`src/rtl/decode_pipe.sv`:
```
// Decode stage: register file with write-through bypass, immediate extension,
// jump target formation and a single-entry valid/ready output register.
module decode_pipe #(
  parameter int DW   = 32,
  parameter int NREG = 32,
  parameter int AW   = $clog2(NREG),
  parameter int IW   = 16,
  parameter int JW   = 26,
  parameter int PW   = 4
) (
  input  logic                reloj,
  input  logic                resetn,
  input  logic                in_valid,
  output logic                in_ready,
  input  logic [AW-1:0]       DIR_A,
  input  logic [AW-1:0]       DIR_B,
  input  logic [AW-1:0]       DIR_WRA,
  input  logic [DW-1:0]       DI,
  input  logic                REG_RD,
  input  logic                REG_WR,
  input  logic                SEL_I,
  input  logic [IW-1:0]       IMD,
  input  logic [JW-1:0]       address,
  input  logic [PW-1:0]       pc_4,
  input  logic                flush,
  output logic                out_valid,
  input  logic                out_ready,
  output logic [DW-1:0]       DOA,
  output logic [DW-1:0]       DOB,
  output logic [DW-1:0]       out_mux_sz,
  output logic [PW+JW+1:0]    out_addr
);

  typedef enum logic {
    EMPTY = 1'b0,
    FULL  = 1'b1
  } stage_state_t;

  stage_state_t state_q, state_d;

  logic [DW-1:0]      regs_q [NREG];
  logic [DW-1:0]      doa_q, dob_q, imm_q;
  logic [PW+JW+1:0]   jmp_q;

  logic               rfWrEn;
  logic               capture;
  logic [DW-1:0]      readA, readB;
  logic [DW-1:0]      extImm;
  logic [PW+JW+1:0]   jmpTarget;

  // Read one port: disabled reads give zero, r0 is hardwired to zero, and a
  // same-cycle write to the addressed entry is forwarded straight from DI.
  function automatic logic [DW-1:0] readPort(
    input logic [AW-1:0] addr,
    input logic [DW-1:0] stored,
    input logic          rdN,
    input logic          wrEn,
    input logic [AW-1:0] wrAddr,
    input logic [DW-1:0] wrData
  );
    logic [DW-1:0] value;
    value = '0;
    if (!rdN && (addr != '0)) begin
      if (wrEn && (addr == wrAddr)) value = wrData;
      else                          value = stored;
    end
    return value;
  endfunction

  assign rfWrEn    = !REG_WR && (DIR_WRA != '0);
  assign out_valid = (state_q == FULL);
  assign in_ready  = (!out_valid || out_ready) && !flush;
  assign capture   = in_valid && in_ready;
  assign jmpTarget = {pc_4, address, 2'b00};

  // Operand reads and immediate extension feeding the output register.
  always_comb begin
    readA  = readPort(DIR_A, regs_q[DIR_A], REG_RD, rfWrEn, DIR_WRA, DI);
    readB  = readPort(DIR_B, regs_q[DIR_B], REG_RD, rfWrEn, DIR_WRA, DI);
    extImm = SEL_I ? DW'($signed(IMD)) : DW'(IMD);
  end

  // Register file: writes ignore the handshake entirely; r0 is never written.
  always_ff @(posedge reloj or negedge resetn) begin
    if (!resetn) begin
      for (int i = 0; i < NREG; i++) regs_q[i] <= '0;
    end else if (rfWrEn) begin
      regs_q[DIR_WRA] <= DI;
    end
  end

  // Output-stage occupancy: flush empties it, capture fills it, a consumer
  // accept without a new capture drains it.
  always_comb begin
    state_d = state_q;
    if (flush)                            state_d = EMPTY;
    else if (capture)                     state_d = FULL;
    else if (state_q == FULL && out_ready) state_d = EMPTY;
  end

  // State register for the output stage.
  always_ff @(posedge reloj or negedge resetn) begin
    if (!resetn) state_q <= EMPTY;
    else         state_q <= state_d;
  end

  // Data outputs load only on capture, so a stalled stage holds its values
  // even if the register file entries behind them are rewritten.
  always_ff @(posedge reloj or negedge resetn) begin
    if (!resetn) begin
      doa_q <= '0;
      dob_q <= '0;
      imm_q <= '0;
      jmp_q <= '0;
    end else if (capture) begin
      doa_q <= readA;
      dob_q <= readB;
      imm_q <= extImm;
      jmp_q <= jmpTarget;
    end
  end

  assign DOA        = doa_q;
  assign DOB        = dob_q;
  assign out_mux_sz = imm_q;
  assign out_addr   = jmp_q;

endmodule

```
`config.mk`:
```
export PLATFORM = sky130hd
export DESIGN_NAME = decode_pipe
export DESIGN_NICKNAME = d
export VERILOG_FILES = /design/src/rtl/decode_pipe.sv
export SDC_FILE = /design/constraint.sdc
export NUM_CORES = 2
export LEC_CHECK = 0
export ABC_AREA = 1
export ABC_CLOCK_PERIOD_IN_PS = 3050
export CORE_ASPECT_RATIO = 0.8
export CORE_MARGIN = 10
export CORE_UTILIZATION = 55
export CTS_BUF_LIST = sky130_fd_sc_hd__clkbuf_8
export DETAILED_ROUTE_END_ITERATION = 6
export GPL_TIMING_DRIVEN = 1
export HOLD_SLACK_MARGIN = 0.15
export PLACE_DENSITY_LB_ADDON = 0.08
export RECOVER_POWER = 50
export REMOVE_ABC_BUFFERS = 1
export SYNTH_ARGS = -nofsm -noshare
export SYNTH_HDL_FRONTEND = slang
export SYNTH_SLANG_ARGS = --single-unit
```
`constraint.sdc`:
```
create_clock -name reloj -period 3.05 [get_ports reloj]
set_input_delay 0.4575 -clock reloj [delete_from_list [all_inputs] [get_ports reloj]]
set_output_delay 0.4575 -clock reloj [all_outputs]
set_load 0.1 [all_outputs]
```
==> impl_metrics.csv <==
group,metric,value,unit
power_and_ir_drop,power.ir.vdd_worst,386,uV
detailed_routing,dr_total_vias,65500,
detailed_routing,routed_len_inst,21.9,um
placed_design,placed_cells,11000,
sta,finClkSkew,0.0403,ns
floorplan,core,116000,um^2
synthesis,syn-instance-count,9712,
setup_path,required,3.88,ns
floorplan,initial_core_util,0.552,
synthesis,synthDistinctLibCells,25,
clock_network,post-cts-setup-buffers,0,
clock_network,max-clock-path-buffers,3,
sta,setup_violations,0,
grt,global_route_wire_length_before_repair,379000,um
synthesis,synth.ff_latch_count,1136,
clock_network,tritoncts,"yes",
final_layout,fin_area,72800,um^2
floorplan,placement_rows,112,
sta,worst_slew_pin_slew,1.54,ns
setup_path,start_kind,"primary input",
setup_path,path_class,"in2async",
placed_design,port_buffers,228,
synthesis,yosysSeqAreaShare,0.443,
sta,whs,0.250,ns
sta,fin_crit_sh,0.860,
final_layout,finish.cell_count_without_fillers,11400,
detailed_routing,drt-initial-drc-count,9217,
sta,final_hold_viol_count,0,
final_layout,finish.utilization,0.626,
placed_design,gpl.final_weighted_congestion,0.876,
grt,global_route.usage.total,0.372,
clock_network,cts_htree_levels,4,
power_and_ir_drop,total_leakage_power,37.5,nW
sta,slew-limit-headroom,-0.0268,
floorplan,die_height,326,um
final_layout,drive_above_1_share,0.0798,
grt,antenna_found_initial,9,
detailed_routing,detail_route.vias_per_cell,5.77,
detailed_routing,finalWirelength,248000,um
clock_network,cts.reportedPaths.clkPinSlew,0.06,ns
synthesis,yosys_warnings,0,
outcome,violations,"design-rule violations, max-capacitance violations, max-slew violations",
grt,grt_pass1_vias,61700,
synthesis,mappedNetlistArea,64200,um^2
detailed_routing,final_ant_viol_nets,0,
detailed_routing,drc,10,
floorplan,fp.dieW,402,um
sta,rsz_0062_raised_after_global_routing,"no",
grt,overflow,0,
power_and_ir_drop,totalPowerFinal,44.9,mW
clock_network,clock_insertion_delay_worst_skew,0.95,ns
placed_design,dp_hpwl,137000,um
final_layout,fillCellCount,10900,
run,cap_viol_max_count,1,
detailed_routing,dr.pass1.iters,7,
sta,clock.fmax,381,MHz
final_layout,layout.cells.most_common,"sky130_fd_sc_hd__nand2_1",
clock_network,clkSinkCount,1136,
sta,final-max-slew-violation-count,22,
clock_network,ctsRootBufferMaster,"sky130_fd_sc_hd__clkbuf_8",
final_layout,layout.cells.most_common_list,"3,946 x sky130_fd_sc_hd__nand2_1, 1,219 x sky130_fd_sc_hd__nand3_1, 1,136 x sky130_fd_sc_hd__dfrtp_1",
grt,grt_start_max_net_pins,112,
placed_design,placedInstanceArea,68500,um^2
clock_network,cts-buffers-inserted,190,
final_layout,area.growth.synth_to_final,13.3,%
setup_path,worst-endpoint-arrival,3.45,ns
setup_path,end_kind,"async pin",
outcome,status,"complete, but fails checks",
sta,finalCriticalPeriod,2.62,ns
hold_path,timing.hold.worst.class,"in2reg",
floorplan,dieArea,131000,um^2
floorplan,io_pins,231,
sta,tns,0,ns
sta,final.setup.worst_slack,0.427,ns
placed_design,pre_cts_slack,0.164,ns
power_and_ir_drop,power.density,617,nW/um^2
final_layout,finish.net_count,9759,
setup_path,cp_max_fo,85,
synthesis,post_synth.cell_area_avg,6.61,um^2
==> where the power goes <==
group	total, mW	internal (mW)	switching (mW)
Clock	14.3	7.56	6.76
Sequential	19.5	17.7	1.75
Combinational	11.1	3.41	7.69
Total	44.9	28.7	16.2
==> critical path: stages <==
cell and delay (ns):
sky130_fd_sc_hd__dlygate4sd3_1 0.52, sky130_fd_sc_hd__clkbuf_2 1.10, sky130_fd_sc_hd__clkbuf_4 1.18
==> Yosys cell counts <==
| cell | instances | area share |
|---|---|---|
| sky130_fd_sc_hd__nand2_1 | 3961 | 0.23 |
| sky130_fd_sc_hd__nand3_1 | 1219 | 0.095 |
| sky130_fd_sc_hd__dfrtp_1 | 1136 | 0.44 |
| sky130_fd_sc_hd__o21ai_0 | 943 | 0.074 |
| sky130_fd_sc_hd__nor2_1 | 775 | 0.045 |
| sky130_fd_sc_hd__inv_1 | 721 | 0.042 |
| sky130_fd_sc_hd__clkbuf_1 | 511 | 0.030 |
| sky130_fd_sc_hd__buf_2 | 185 | 0.014 |
| sky130_fd_sc_hd__buf_1 | 68 | 0.0040 |
| sky130_fd_sc_hd__o21ai_1 | 53 | 0.0041 |
| sky130_fd_sc_hd__mux2_2 | 46 | 0.0081 |
| sky130_fd_sc_hd__clkinv_1 | 18 | 0.0011 |
| sky130_fd_sc_hd__buf_4 | 17 | 0.0020 |
| sky130_fd_sc_hd__inv_2 | 17 | 0.00099 |
| sky130_fd_sc_hd__nand2_2 | 17 | 0.0017 |
| sky130_fd_sc_hd__nor3_2 | 8 | 0.0012 |
| sky130_fd_sc_hd__xnor2_1 | 6 | 0.00082 |
| sky130_fd_sc_hd__a211oi_2 | 2 | 0.00039 |
| sky130_fd_sc_hd__nor3_1 | 2 | 0.00016 |
| sky130_fd_sc_hd__nor3_4 | 2 | 0.00051 |
| sky130_fd_sc_hd__a21oi_1 | 1 | 0.000078 |
| sky130_fd_sc_hd__conb_1 | 1 | 0.000058 |
| sky130_fd_sc_hd__nand4_1 | 1 | 0.000097 |
| sky130_fd_sc_hd__nor2_2 | 1 | 0.000097 |
| sky130_fd_sc_hd__xor2_1 | 1 | 0.00014 |
==> flip-flops by register name (all words and copies together) (netlist names) <==
name	flops
regs_q	1024
DOA	32
out_mux_sz	17
out_valid	1
DOB	32
out_addr	30
==> path summary, 6_finish.rpt <==
check	start	endpoint	slack (ns)	cells past startpoint
min reg2reg	regs_q[1022]$_DFFE_PN0P_	regs_q[1022]$_DFFE_PN0P_	0.40	0
max	resetn	regs_q[151]$_DFFE_PN0P_	0.43	3
max in group reloj	DIR_WRA[3]	regs_q[757]$_DFFE_PN0P_	0.44	9
min in group asynchronous	resetn	regs_q[52]$_DFFE_PN0P_	1.18	3
max reg2reg	out_valid$_DFFE_PN0P_	DOA[1]$_DFFE_PN0P_	0.99	10
min	DIR_B[1]	DOB[4]$_DFFE_PN0P_	0.25	9
==> layer usage <==
metal	wire, um	track usage	vias up
met2	107000	0.563	4224
met5	15	0	-
met3	30500	0.0861	844
met1	97300	0.498	30400
li1	-	-	30100
met4	13900	0.188	2
==> layout make-up <==
class	instances	area (um^2)	share of cell area
flip-flops and latches	1136	28400	0.391
inverters	756	2870	0.0394
repair buffers	534	5630	0.0774
multi-input cells	7040	29900	0.412
well taps	1539	1930	0.0265
clock buffers	246	3390	0.0465
diodes	5	12.5	0.000172
clock inverters	98	567	0.00779
==> what timing repair did <==
action	4_1_cts	5_1_grt
endpoints found under the setup margin	0	0
hold buffers	53	0
gates resized for setup	0	0
hold endpoints to repair	1185	0
==> cells by family (layout without fill, tap and decap cells) <==
logic type,Yosys count,count (layout),share of synthesized area
flops,1136,1136,0.443
buf+inv,1537,1634,0.0945
other cells,1,7,0.0000584
compound gates,999,999,0.0781
xor+xnor,7,7,0.000955
mux,46,46,0.00807
simple gates,5986,5986,0.376
Power figures use the tool's default switching activity.
